--- config.mk ---
export PLATFORM = sky130hd
export DESIGN_NAME = wb_master_bridge
export DESIGN_NICKNAME = d
export VERILOG_FILES = /design/src/rtl/wb_pkg.sv /design/src/rtl/wb_watchdog.sv /design/src/rtl/wb_master_bridge.sv
export SDC_FILE = /design/constraint.sdc
export NUM_CORES = 1
export LEC_CHECK = 0
export CELL_PAD_IN_SITES_DETAIL_PLACEMENT = 2
export CELL_PAD_IN_SITES_GLOBAL_PLACEMENT = 2
export CORE_UTILIZATION = 26
export CTS_CLUSTER_DIAMETER = 120
export DETAILED_ROUTE_END_ITERATION = 12
export PLACE_DENSITY_LB_ADDON = 0.1
export SYNTH_ARGS = -nofsm -noshare
export SYNTH_HDL_FRONTEND = slang
export SYNTH_SLANG_ARGS = --single-unit
--- constraint.sdc ---
create_clock -name clk -period 5.2 [get_ports clk]
set_clock_uncertainty 0.1 [all_clocks]
set_input_delay 1.3 -clock clk [delete_from_list [all_inputs] [get_ports clk]]
set_output_delay 1.3 -clock clk [all_outputs]
set_load 0.05 [all_outputs]
--- src/rtl/wb_pkg.sv ---
// Shared Wishbone definitions for the master bridge and slave-side blocks:
// bridge FSM state encoding, default bus widths and the sizing rule for
// the cycle watchdog counter.
`timescale 1ns/1ps

package wb_pkg;

  // Default bus geometry, reusable by slaves that sit on the same bus.
  localparam int DEFAULT_ADDRESS_LENGTH = 32;
  localparam int DEFAULT_DATA_LENGTH    = 32;
  localparam int DEFAULT_TIMEOUT_CYCLES = 16;

  // Bridge FSM states, 2-bit encoding.
  typedef enum logic [1:0] {
    IDLE = 2'd0,
    BUS  = 2'd1,
    DONE = 2'd2
  } state_t;

  // Width of a counter that must hold 0 .. timeout_cycles-1.
  function automatic int wd_count_width(input int timeout_cycles);
    int w;
    w = $clog2(timeout_cycles);
    return (w < 1) ? 1 : w;
  endfunction

  localparam int DEFAULT_WD_COUNT_WIDTH = wd_count_width(DEFAULT_TIMEOUT_CYCLES);

endpackage

--- src/rtl/wb_watchdog.sv ---
// Bus-cycle watchdog: counts cycles spent waiting for ack and flags
// expiry once TIMEOUT_CYCLES-1 un-acked cycles have elapsed, so the
// TIMEOUT_CYCLES-th waiting cycle is the last one before abort.
// Only instantiated when the bridge is built with WB_TIMEOUT_EN.
`timescale 1ns/1ps

module wb_watchdog
  import wb_pkg::*;
#(
  parameter int TIMEOUT_CYCLES = DEFAULT_TIMEOUT_CYCLES
) (
  input  logic clk,
  input  logic reset,
  input  logic clr,
  input  logic en,
  output logic expired
);

  localparam int CW = wd_count_width(TIMEOUT_CYCLES);
  localparam logic [CW-1:0] LAST_COUNT = CW'(TIMEOUT_CYCLES - 1);

  logic [CW-1:0] count;

  // Counter clears when a new bus cycle starts and advances on each
  // un-acked cycle; it parks at LAST_COUNT so it can never wrap.
  always_ff @(posedge clk or posedge reset) begin
    // NOTE: sequential state uses non-blocking assignments so every
    // register samples pre-edge values regardless of statement order.
    if (reset) begin
      count <= '0;
    end else if (clr) begin
      count <= '0;
    end else if (en && !expired) begin
      count <= count + 1'b1;
    end
  end

  assign expired = (count == LAST_COUNT);

endmodule

--- src/rtl/wb_master_bridge.sv ---
// Wishbone classic-cycle master. Turns single-transfer core requests into
// bus cycles, waits for ack, captures read data and returns a one-cycle
// done pulse. All outputs are registered.
// Optional feature macro: WB_TIMEOUT_EN -- builds a watchdog that aborts
// a bus cycle with err=1 after TIMEOUT_CYCLES cycles without ack.
`timescale 1ns/1ps

module wb_master_bridge
  import wb_pkg::*;
#(
  parameter int ADDRESS_LENGTH = DEFAULT_ADDRESS_LENGTH,
  parameter int DATA_LENGTH    = DEFAULT_DATA_LENGTH,
  parameter int TIMEOUT_CYCLES = DEFAULT_TIMEOUT_CYCLES
) (
  input  logic                      clk,
  input  logic                      reset,
  // core side
  input  logic                      req,
  input  logic                      req_we,
  input  logic [ADDRESS_LENGTH-1:0] req_addr,
  input  logic [DATA_LENGTH-1:0]    req_wdata,
  output logic                      ready,
  output logic                      done,
  output logic                      err,
  output logic [DATA_LENGTH-1:0]    rdata,
  // Wishbone side
  output logic                      cyc,
  output logic                      stb,
  output logic                      we,
  output logic [ADDRESS_LENGTH-1:0] ADR_O,
  output logic [DATA_LENGTH-1:0]    DAT_O,
  input  logic [DATA_LENGTH-1:0]    DAT_I,
  input  logic                      ack
);

  // A one-cycle watchdog window would abort before the slave could answer.
  if (TIMEOUT_CYCLES < 2) begin : g_bad_timeout
    $error("wb_master_bridge: TIMEOUT_CYCLES must be at least 2");
  end

  state_t state;
  state_t state_next;

  logic accept;        // request taken in IDLE this cycle
  logic ack_take;      // first ack of the current bus cycle
  logic timeout_take;  // watchdog abort with no ack this cycle
  logic expired;       // watchdog limit reached

`ifdef WB_TIMEOUT_EN
  wb_watchdog #(
    .TIMEOUT_CYCLES(TIMEOUT_CYCLES)
  ) u_watchdog (
    .clk    (clk),
    .reset  (reset),
    .clr    (accept),
    .en     ((state == BUS) && !ack),
    .expired(expired)
  );
`else
  // Without the watchdog a bus cycle waits for ack indefinitely.
  assign expired = 1'b0;
`endif

  // FSM state register.
  always_ff @(posedge clk or posedge reset) begin
    if (reset) begin
      state <= IDLE;
    end else begin
      state <= state_next;
    end
  end

  // Next-state and transfer-event decode; ack beats a simultaneous timeout.
  always_comb begin
    // NOTE: every signal gets a default before the case so no path leaves
    // it unassigned, which would otherwise infer a latch.
    state_next   = state;
    accept       = 1'b0;
    ack_take     = 1'b0;
    timeout_take = 1'b0;
    case (state)
      IDLE: begin
        if (req) begin
          accept     = 1'b1;
          state_next = BUS;
        end
      end
      BUS: begin
        if (ack) begin
          ack_take   = 1'b1;
          state_next = DONE;
        end else if (expired) begin
          timeout_take = 1'b1;
          state_next   = DONE;
        end
      end
      DONE:    state_next = IDLE;
      default: state_next = IDLE;
    endcase
  end

  // Registered outputs: handshake flags follow the next state, bus
  // attributes latch on accept and hold afterwards, rdata loads on read ack.
  always_ff @(posedge clk or posedge reset) begin
    // NOTE: the datapath registers are few and have defined reset values,
    // so they are all cleared here; no storage array is involved.
    if (reset) begin
      ready <= 1'b1;
      done  <= 1'b0;
      cyc   <= 1'b0;
      stb   <= 1'b0;
      we    <= 1'b0;
      ADR_O <= '0;
      DAT_O <= '0;
      rdata <= '0;
    end else begin
      ready <= (state_next == IDLE);
      done  <= (state == BUS) && (state_next == DONE);
      cyc   <= (state_next == BUS);
      stb   <= (state_next == BUS);
      if (accept) begin
        we    <= req_we;
        ADR_O <= req_addr;
        DAT_O <= req_wdata;
      end
      if (ack_take && !we) begin
        rdata <= DAT_I;
      end
    end
  end

`ifdef WB_TIMEOUT_EN
  // err qualifies the done pulse: set only when the cycle was aborted.
  always_ff @(posedge clk or posedge reset) begin
    if (reset) begin
      err <= 1'b0;
    end else begin
      err <= timeout_take;
    end
  end
`else
  // Cycles can only end by ack, so err is never raised.
  assign err = 1'b0;
`endif

endmodule

==> metrics.md, run 1 <==
| Metric | Value |
|---|---|
| Average routed wire per standard cell | 17.5 microns |
| Origin of the critical flop-to-flop path | state[1] |
| Slowest CP cell | and4bb_2 |
| RSZ-0062 raised after global routing | no |
| Synth top area share | 0.632 |
| Met3 wire len | 988 microns |
| Setup_tns | 0 ns |
| Starting density of the core | 0.271 |
| Worst reg2reg path depth | 3 |
| Min Hold Slack | 0.407 ns |
| Worst R2R End | rdata[30] |
| Die Area | 15900 sq um |
| Starting DRT DRC Count | 77 |
| Num CTS Buffers | 9 |
| Number of fill cells in the layout | 1449 |
| First-pass GRT wire length | 17.1 mm |
| Layout area overhead | 60.5% |
| CTS tree | built |
| Final hold viol count | 0 |
| DRC violations left | 0 |
| ANT nets after route | 0 |
| Syn Area/Cell | 17.9 sq um |
| Detailed Routing Iterations Pass 1 | 4 |
| Tot Pwr | 4.53 mW |
| Crit-path cells | clkdlybuf4s50_1, and4bb_2, buf_4, mux2_2 |
| Worst Path Arrival | 3.31 ns |
| Synthesized area | 4000 sq um |
| Fin crit share | 0.613 |
| Hpwl dp | 7.80 mm |
| IO Port Bufs | 201 |
| Critical-path maximum fanout | 20 |
| CTS Sinks | 102 |
| Top sig layer | met4 |
| CTS root buf | clkbuf_16 |
| Type of the worst min-delay path | flop to flop |
| Clock-pin slew on the worst setup and hold paths | 0.07 ns |
| H-tree depth | 3 |
| Area of the multi-input gates | 1290 sq um |
| Largest net degree at the start of global routing | 70 |
| Crit Path Class | input port to flop |
| # diodes | 0 |
| Hold depth | 1 |
| Seq cells post-synth | 102 |
| Non-Filler Instances | 614 |
| R2R Setup Slk | 2.93 ns |
| Worst rel slew slack | 0.401 |
| Startpoint types | input port |
| Gr usage total | 0.142 |
| Required time worst endpoint | 5.33 ns |
| Worst-Skew Late Latency | 0.34 ns |
| Critical Path Max Stage Delay | 0.74 ns |
| Net Sw Frac | 0.449 |
| Met2 routed WL | 5.20 mm |
| Power density cells | 707 nW/um^2 |
| Netlist cell types | 16 |
| Hold Path End | ADR_O[7] |
| Vias | 2623 |
| Achievable clock frequency | 0.314 GHz |
| Slew Limit Fails | 0 |
| Placed Cells | 599 |
| Initial antenna violation count | 0 |
| Nets | 527 |
| CORE AREA | 14800 sq um |
| Post-Synthesis Cells | 223 |
| Post-synth net total | 324 |
| Synth area leaders | dfrtp_1 (63%), mux2_2 (19%), mux2_4 (11%) |
| DRT Wirelength | 10.8 mm |
| CP Capture Type | flop |
| Gate power share | 0.560 |
| Setup Buffers After CTS | 0 |
| Yosys warnings | 0 |
| Placer Congestion | 0.678 |
| Net Sw Power | 2.04 mW |
| Status | completed |
| Setup Viol. Count Final | 0 |
| P_int | 2.49 mW |
| Worst slew pin tran | 0.899 ns |
| Overflow after GRT | 0 |
| Crit path time final | 3.19 ns |
| Flop pwr share | 0.291 |
| Max Cap Violations | 0 |
| PostCTS Resize Cnt | 0 |
| Num ports | 203 |
| Cell taking the most area after synthesis | dfrtp_1 |
| Share of layout cells above drive strength 1 | 0.279 |
| Die Y | 126 microns |
| Wl on met1 | 4.43 mm |
| Hold path startpoint | ADR_O[7] |
| Leak | 2.64 nW |
| Top delay family on crit path | buffers and inverters |
| Maximum buffer depth of the clock tree | 2 |
| Seq. cell area | 2550 sq um |
| Clk pwr share | 0.150 |
| Vias per cell | 4.27 |
| VDD IR max | 0.000253 V |
| CTS Hold Bufs | 0 |
| Die W | 126 microns |
| Vias in the first global route | 3085 |
| Worst Path Buf+Inv | 2 |
| Seq/Total Area, Yosys | 0.639 |
| Rows | 44 |
==> power by group through the flow <==
stage	clock network (mW)	registers (mW)	logic (mW)
after floorplan	0	2.50	0.513
after global placement	0	1.32	2.53
after detailed placement	0	1.34	2.56
after CTS	0.712	1.32	2.56
after global routing	0.738	1.37	2.62
final	0.678	1.32	2.54
==> sequential cells by signal (all words and copies together), names as in the netlist <==
| signal | cells |
|---|---|
| ADR_O | 32 |
| DAT_O | 32 |
| rdata | 32 |
| state | 2 |
| done | 1 |
| ready | 1 |
| stb | 1 |
| we | 1 |
==> placed cells by master (no fill, tap or decap) <==
master	instances
dfrtp_1	101
a21oi_1	2
and4bb_2	1
bufinv_16	1
dfstp_2	1
and3b_2	2
clkbuf_8	1
clkinvlp_4	2
mux2_4	30
clkbuf_1	2
nor3b_4	1
o21bai_1	1
conb_1	1
clkbuf_16	9
nand2b_1	2
inv_4	1
buf_4	4
clkdlybuf4s50_1	201
mux2_2	67
==> logic make-up (layout without fill, tap and decap cells) <==
group / after synthesis / after routing / share of synthesized area
buffers and inverters: 14 / 221 / 0.0398
other: 1 / 1 / 0.000938
flip-flops: 102 / 102 / 0.639
AND/OR/NAND/NOR: 6 / 6 / 0.0144
multiplexers: 97 / 97 / 0.302
AO/OA/AOI/OAI: 3 / 3 / 0.00438
==> area by class of cell <==
cell class	instances	area share
inverter	1	0.000975
timing repair buffer	205	0.318
tap	184	0.0359
multi-input combinational	107	0.201
sequential	102	0.398
clock buffer	12	0.0384
clock inverter	3	0.00702
==> synthesized netlist by cell type (all sizes together) <==
cell,n
and3b,2
conb,1
mux2,97
a21oi,2
inv,1
buf,13
dfstp,1
o21bai,1
dfrtp,101
and4bb,1
nor3b,1
nand2b,2
==> how the worst max path moves through the flow <==
stage          start         to  slack [ns]  cells past startpoint
2_1_floorplan  reset   ADR_O[0]        1.13                      1
3_3_place_gp     ack  rdata[29]        1.69                      4
3_5_place_dp     ack  rdata[30]        1.63                      4
4_1_cts          ack  rdata[30]        2.01                      4
5_1_grt          ack  rdata[30]        1.94                      4
6_report         ack  rdata[30]        2.01                      4
==> metal layers <==
metal / vias up / GRT usage
li1: 1174 / -
met1: 1328 / 0.174
met5: - / 0
met4: 0 / 0.0595
met3: 8 / 0.0531
met2: 113 / 0.227
==> metrics by stage <==
stage	utilization	area [sq um]	setup WS, ns
2_1_floorplan	-	4000	1.13
3_3_place_gp	0.415	6120	1.69
3_5_place_dp	0.415	6120	1.63
4_1_cts	0.435	6410	2.01
5_1_grt	0.435	6410	1.94
6_report	0.435	6410	2.01
Power figures use the tool's default switching activity.
==> run 2: changes to the inputs <==
==> constraint.sdc (replaced) <==
create_clock -name clk -period 3 [get_ports clk]
set_clock_uncertainty 0.1 [all_clocks]
set_input_delay 0.75 -clock clk [delete_from_list [all_inputs] [get_ports clk]]
set_output_delay 0.75 -clock clk [all_outputs]
set_load 0.05 [all_outputs]
==> run 2 against run 1 <==
Compared with the run above:
- global-route usage rose by 0.32 points
- sequential cell count did not move
- core utilization rose by 0.42 points
- design area rose by 0.98%
- worst setup slack got worse by 1.5 ns
- total power rose by 74%
- sequential share of layout area fell by 0.38 points
- count of clock-buffer cells in the layout rose by 1
- clock power rose by 77%
- worst hold slack got worse by 0.0015 ns
- critical path type is now flop to output port
==> metrics.md, run 2 (synthesis results as in run 1) <==
| Metric | Value |
|---|---|
| Pre-CTS WS | 0.496 ns (-1.13 ns) |
| Largest net degree at the start of global routing | 66 (-5.7%) |
| Vias | 2648 (+0.95%) |
| R2R Setup Slk | 1.29 ns (-1.64 ns) |
| CTS Sinks | 102 (unchanged) |
| Required time worst endpoint | 2.15 ns (-3.18 ns) |
| Vias per cell | 4.31 (+0.79%) |
| Max Cap Violations | 0 (unchanged) |
| Crit Path Class | flop to output port |
| Status | completed |
| Commonest non-fill, non-tap cell in the layout | clkdlybuf4s50_1 |
| Rows | 44 (unchanged) |
| Seq. cell area | 2550 sq um (unchanged) |
| Achievable clock frequency | 0.399 GHz |
| Average routed wire per standard cell | 17.5 microns (-0.19%) |
| Regs by FF count | ADR_O x32, DAT_O x32, rdata x32 |
| Worst Path Arrival | 1.66 ns (-1.65 ns) |
| Clk pwr share | 0.152 (+0.002) |
| Setup Viol. Count Final | 0 (unchanged) |
| Worst Path Buf+Inv | 1 (-1) |
| Power density cells | 1220 nW/um^2 (+73%) |
| Met3 usage | 0.0714 (+0.0183) |
| First-pass GRT wire length | 17.4 mm (+1.6%) |
| CP Capture Type | output port |
| P_int | 4.36 mW (+75%) |
| DRC violations left | 0 (unchanged) |
| Gr usage total | 0.146 (+0.00320) |
| VDD IR max | 0.000465 V (+84%) |
| Startpoint types | flop |
| Share of layout cells above drive strength 1 | 0.281 (+0.00167) |
| Critical Path Max Stage Delay | 0.80 ns (+0.06 ns) |
| CTS Hold Bufs | 0 (unchanged) |
| IO Port Bufs | 201 (unchanged) |
| Vias in the first global route | 3044 (-1.3%) |
| Worst rel slew slack | 0.631 (+0.230) |
| Critical-path maximum fanout | 1 (-95%) |
| Fin crit share | 0.836 |
| Area of the multi-input gates | 1290 sq um (unchanged) |
| H-tree depth | 3 (unchanged) |
| Net Sw Frac | 0.448 (-0.00159) |
| Die Area | 15900 sq um (unchanged) |
| Flop pwr share | 0.289 (-0.002) |
| Placer Congestion | 0.661 (-2.5%) |
| CORE AREA | 14800 sq um (unchanged) |
| Leak | 2.66 nW (+0.85%) |
| Die Y | 126 microns (unchanged) |
| CTS tree | built |
| Type of the worst min-delay path | flop to flop |
| Slowest CP cell | clkdlybuf4s50_1 |
| Maximum buffer depth of the clock tree | 2 (unchanged) |
| Num ports | 203 (unchanged) |
| Setup ws final | 0.491 ns (-1.52 ns) |
| Crit path time final | 2.51 ns |
| Detailed Routing Iterations Pass 1 | 3 (-1) |
| Num CTS Buffers | 9 (unchanged) |
| Number of fill cells in the layout | 1430 (-1.3%) |
| Nets | 527 (unchanged) |
| Setup Buffers After CTS | 0 (unchanged) |
| Initial antenna violation count | 0 (unchanged) |
| Starting density of the core | 0.271 (unchanged) |
| Crit-path cells | clkdlybuf4s50_1 |
| Top delay family on crit path | buffers and inverters |
| Tot Pwr | 7.90 mW (+74%) |
| Worst slew pin tran | 0.552 ns (-0.347 ns) |
| Slew Limit Fails | 0 (unchanged) |
| Overflow after GRT | 0 (unchanged) |
| ANT nets after route | 0 (unchanged) |
| Die W | 126 microns (unchanged) |
| GR Layer Usage met2 | 0.241 (+0.0149) |
| DRT Wirelength | 10.8 mm (about the same) |
| Most Crowded Layer GR | met2 |
| Clock-pin slew on the worst setup and hold paths | 0.07 ns (about the same) |
| Commonest cells after routing, fill and taps aside | clkdlybuf4s50_1 (201), dfrtp_1 (101), mux2_2 (67) |
| Layout area overhead | 62.1% |
| Starting DRT DRC Count | 58 (-25%) |
| Net Sw Power | 3.54 mW (+74%) |
| Met1 Use GR | 0.167 (-0.00673) |
| PostCTS Resize Cnt | 0 (unchanged) |
| RSZ-0062 raised after global routing | no |
| Final hold viol count | 0 (unchanged) |
| Setup_tns | 0 ns (unchanged) |
| Hpwl dp | 7.87 mm (+0.96%) |
| Worst-Skew Late Latency | 0.34 ns (about the same) |
| CTS root buf | clkbuf_16 |
| # diodes | 0 (unchanged) |
| Gate power share | 0.560 (about the same) |
==> run 2: cell count changes in the layout (fill, tap and decap cells not counted) <==
cell	change
buf_12	+4
clkbuf_8	+1
clkinv_2	+1
inv_4	-1
buf_4	-4
==> run 2: metal layers <==
metal	part of all wire	vias up
met5	0	-
met4	0.011	0
met3	0.095	8
met2	0.50	113
met1	0.39	1348
li1	-	1179
==> run 2: worst register-to-register path: stages, from the launching register on <==
cell	delay [ns]
dfrtp_1	0.46
nor3b_4	0.26
buf_12	0.31
mux2_2	0.47
==> run 2: final cells by class <==
| type | instances | area share |
|---|---|---|
| clock buffer | 13 | 0.0402 |
| tap | 184 | 0.0355 |
| timing repair buffer | 205 | 0.323 |
| clock inverter | 3 | 0.00657 |
| multi-input combinational | 107 | 0.199 |
| sequential | 102 | 0.394 |
| inverter | 1 | 0.00116 |
==> run 2: worst paths after layout <==
check,startpoint,endpoint,cells after the start
max,ready,ready,1
min,ADR_O[24],ADR_O[24],1
max reg2reg,state[1],ADR_O[10],3
min reg2reg,ADR_O[24],ADR_O[24],1
max in group asynchronous,reset,ADR_O[26],3
min in group asynchronous,reset,rdata[31],2
==> run 2: power by group through the flow <==
stage	clock network, mW	logic, mW	registers [mW]
after floorplan	0	0.889	4.34
after global placement	0	4.42	2.27
after detailed placement	0	4.46	2.32
after CTS	1.26	4.47	2.30
after global routing	1.30	4.59	2.36
final	1.20	4.42	2.28
==> run 2: stage by stage <==
stage               hold slack (ns)  area (sq um)   util  instances
finish                        0.406          6480  0.439        615
global route                  0.428          6480  0.439        615
CTS                           0.412          6480  0.439        615
detailed placement            0.394          6170  0.418        599
global placement              0.390          6170  0.418        599
floorplan                     0.373          4000      -        223
==> run 3: changes to the inputs <==
--- a/config.mk
+++ b/config.mk
@@ -7,7 +7,7 @@
 export LEC_CHECK = 0
 export CELL_PAD_IN_SITES_DETAIL_PLACEMENT = 2
 export CELL_PAD_IN_SITES_GLOBAL_PLACEMENT = 2
-export CORE_UTILIZATION = 26
+export CORE_UTILIZATION = 23
 export CTS_CLUSTER_DIAMETER = 120
 export DETAILED_ROUTE_END_ITERATION = 12
 export PLACE_DENSITY_LB_ADDON = 0.1
==> constraint.sdc (replaced) <==
create_clock -name clk -period 2.3 [get_ports clk]
set_clock_uncertainty 0.1 [all_clocks]
set_input_delay 0.575 -clock clk [delete_from_list [all_inputs] [get_ports clk]]
set_output_delay 0.575 -clock clk [all_outputs]
set_load 0.05 [all_outputs]
==> run 3 against run 2 <==
Compared with the run above:
- routed wire length grew 4.6%
- core utilization shrank 4.8 points
- combinational power grew 31%
- die area grew 13%
- worst setup slack lost 0.40 ns
- sequential share of layout area shrank 0.48 points
- total power grew 31%
- worst hold slack gained 0.0031 ns
- global-route usage shrank 1.6 points
- critical path type unchanged
- first-iteration DRC count grew 1.7%
- sequential cell count is the same
- count of clock-buffer cells in the layout is the same
==> metrics.md, run 3 (synthesis results as in run 1) <==
| Metric | Value |
|---|---|
| Status | completed |
| Worst Path Buf+Inv | 1 (unchanged) |
| CORE AREA | 16800 sq um (+14%) |
| Commonest cells after routing, fill and taps aside | clkdlybuf4s50_1 (196), dfrtp_1 (101), mux2_2 (67) |
| Starting DRT DRC Count | 59 (+1.7%) |
| Worst slew pin tran | 0.559 ns (+0.00740 ns) |
| # diodes | 0 (unchanged) |
| Leak | 2.70 nW (+1.5%) |
| Worst Path Arrival | 1.53 ns (-0.13 ns) |
| Gr usage total | 0.130 (-0.0156) |
| Slew Limit Fails | 0 (unchanged) |
| Final core utilization | 0.391 (-0.0478) |
| Type of the worst min-delay path | flop to flop |
| ANT nets after route | 0 (unchanged) |
| Num CTS Buffers | 9 (unchanged) |
| IO Port Bufs | 201 (unchanged) |
| Number of fill cells in the layout | 1680 (+17%) |
| Met2 routed WL | 5.42 mm (+0.46%) |
| Setup_tns | 0 ns (unchanged) |
| Maximum buffer depth of the clock tree | 2 (unchanged) |
| Clock-pin slew on the worst setup and hold paths | 0.07 ns (about the same) |
| Crit path time final | 2.21 ns |
| Wl on met1 | 4.76 mm (+12%) |
| Placer Congestion | 0.701 (+6.0%) |
| Power density cells | 1580 nW/um^2 (+30%) |
| Slowest CP cell | clkdlybuf4s50_1 |
| Final hold viol count | 0 (unchanged) |
| CTS Hold Bufs | 0 (unchanged) |
| First-pass GRT wire length | 17.4 mm (unchanged) |
| Share of layout cells above drive strength 1 | 0.303 (+0.0227) |
| CTS Sinks | 102 (unchanged) |
| Setup Buffers After CTS | 0 (unchanged) |
| Nets | 531 (+0.76%) |
| H-tree depth | 3 (unchanged) |
| Top delay family on crit path | buffers and inverters |
| Worst-Skew Late Latency | 0.34 ns (about the same) |
| Layout area overhead | 64.1% |
| Commonest non-fill, non-tap cell in the layout | clkdlybuf4s50_1 |
| CTS root buf | clkbuf_16 |
| RSZ-0062 raised after global routing | no |
| Crit-path cells | clkdlybuf4s50_1 |
| Vias per cell | 4.04 (-6.1%) |
| Worst rel slew slack | 0.626 (-0.00495) |
| Met3 wire len | 847 microns (-17%) |
| Average routed wire per standard cell | 17.2 microns (-1.8%) |
| Achievable clock frequency | 0.453 GHz |
| Initial antenna violation count | 0 (unchanged) |
| Vias in the first global route | 3024 (-0.66%) |
| Overflow after GRT | 0 (unchanged) |
| Die Y | 134 microns (+6.2%) |
| PostCTS Resize Cnt | 0 (unchanged) |
| Non-Filler Instances | 655 (+6.5%) |
| Die W | 134 microns (+6.2%) |
| DRC violations left | 0 (unchanged) |
| DRT Wirelength | 11.3 mm (+4.6%) |
| VDD IR max | 0.000523 V (+12%) |
| Required time worst endpoint | 1.62 ns (-0.53 ns) |
| Top sig layer | met4 |
| Regs by FF count | ADR_O x32, DAT_O x32, rdata x32 |
| Num ports | 203 (unchanged) |
| Die Area | 17900 sq um (+13%) |
| Placed Cells | 639 (+6.7%) |
| Starting density of the core | 0.238 (-0.0324) |
| Max Cap Violations | 0 (unchanged) |
| Largest net degree at the start of global routing | 51 (-23%) |
| Vias | 2648 (unchanged) |
| Setup Viol. Count Final | 0 (unchanged) |
| Pre-CTS WS | 0.0205 ns (-0.475 ns) |
| Min Hold Slack | 0.409 ns (+0.00307 ns) |
| Fin crit share | 0.960 |
| Rows | 47 (+6.8%) |
| Crit Path Class | flop to output port |
| Critical Path Max Stage Delay | 0.83 ns (+0.03 ns) |
| Startpoint types | flop |
| Critical-path maximum fanout | 2 (+1) |
| Hpwl dp | 8.28 mm (+5.2%) |
| Setup ws final | 0.0909 ns (-0.400 ns) |
| Detailed Routing Iterations Pass 1 | 3 (unchanged) |
| CTS tree | built |
| CP Capture Type | output port |
-- run 3: report_power, final --
| group | internal (mW) | total [mW] | switching (mW) |
|---|---|---|---|
| Sequential | 2.56 | 2.98 | 0.415 |
| Combinational | 2.22 | 5.77 | 3.55 |
| Clock | 0.960 | 1.62 | 0.663 |
| Total | 5.75 | 10.4 | 4.63 |
-- run 3: worst paths after layout --
path                       startpoint        end  slack, ns  depth (start not counted)
min reg2reg                 ADR_O[31]  ADR_O[31]       0.41                          1
min                         ADR_O[31]  ADR_O[31]       0.41                          1
max                         ADR_O[16]  ADR_O[16]       0.09                          1
max reg2reg                  state[1]  ADR_O[21]       0.62                          3
max in group asynchronous       reset  rdata[13]       0.99                          3
min in group asynchronous       reset   ADR_O[1]       0.48                          2
-- run 3: final cells by class --
class / instances / area [sq um] / share of cell area
repair buffers: 209 / 2110 / 0.322
well taps: 220 / 275 / 0.0420
multi-input cells: 107 / 1290 / 0.197
inverters: 1 / 7.51 / 0.00115
clock buffers: 13 / 280 / 0.0427
flip-flops and latches: 102 / 2550 / 0.390
clock inverters: 3 / 40.0 / 0.00611
-- run 3: stage by stage --
stage / total power [mW] / area, sq um
after CTS: 10.5 / 6560
after detailed placement: 8.85 / 6240
after global routing: 10.8 / 6560
after global placement: 8.75 / 6240
final: 10.4 / 6560
after floorplan: 6.82 / 4000
-- run 3: worst register-to-register path, stage by stage (launching register included) --
cell and delay [ns]:
dfrtp_1 0.46, nor3b_4 0.28, buf_12 0.29, mux2_2 0.43
-- run 3: per-layer routing --
layer,vias up,global-route usage
met5,-,0
met2,113,0.212
met4,0,0.0593
met3,14,0.0401
met1,1330,0.157
li1,1191,-
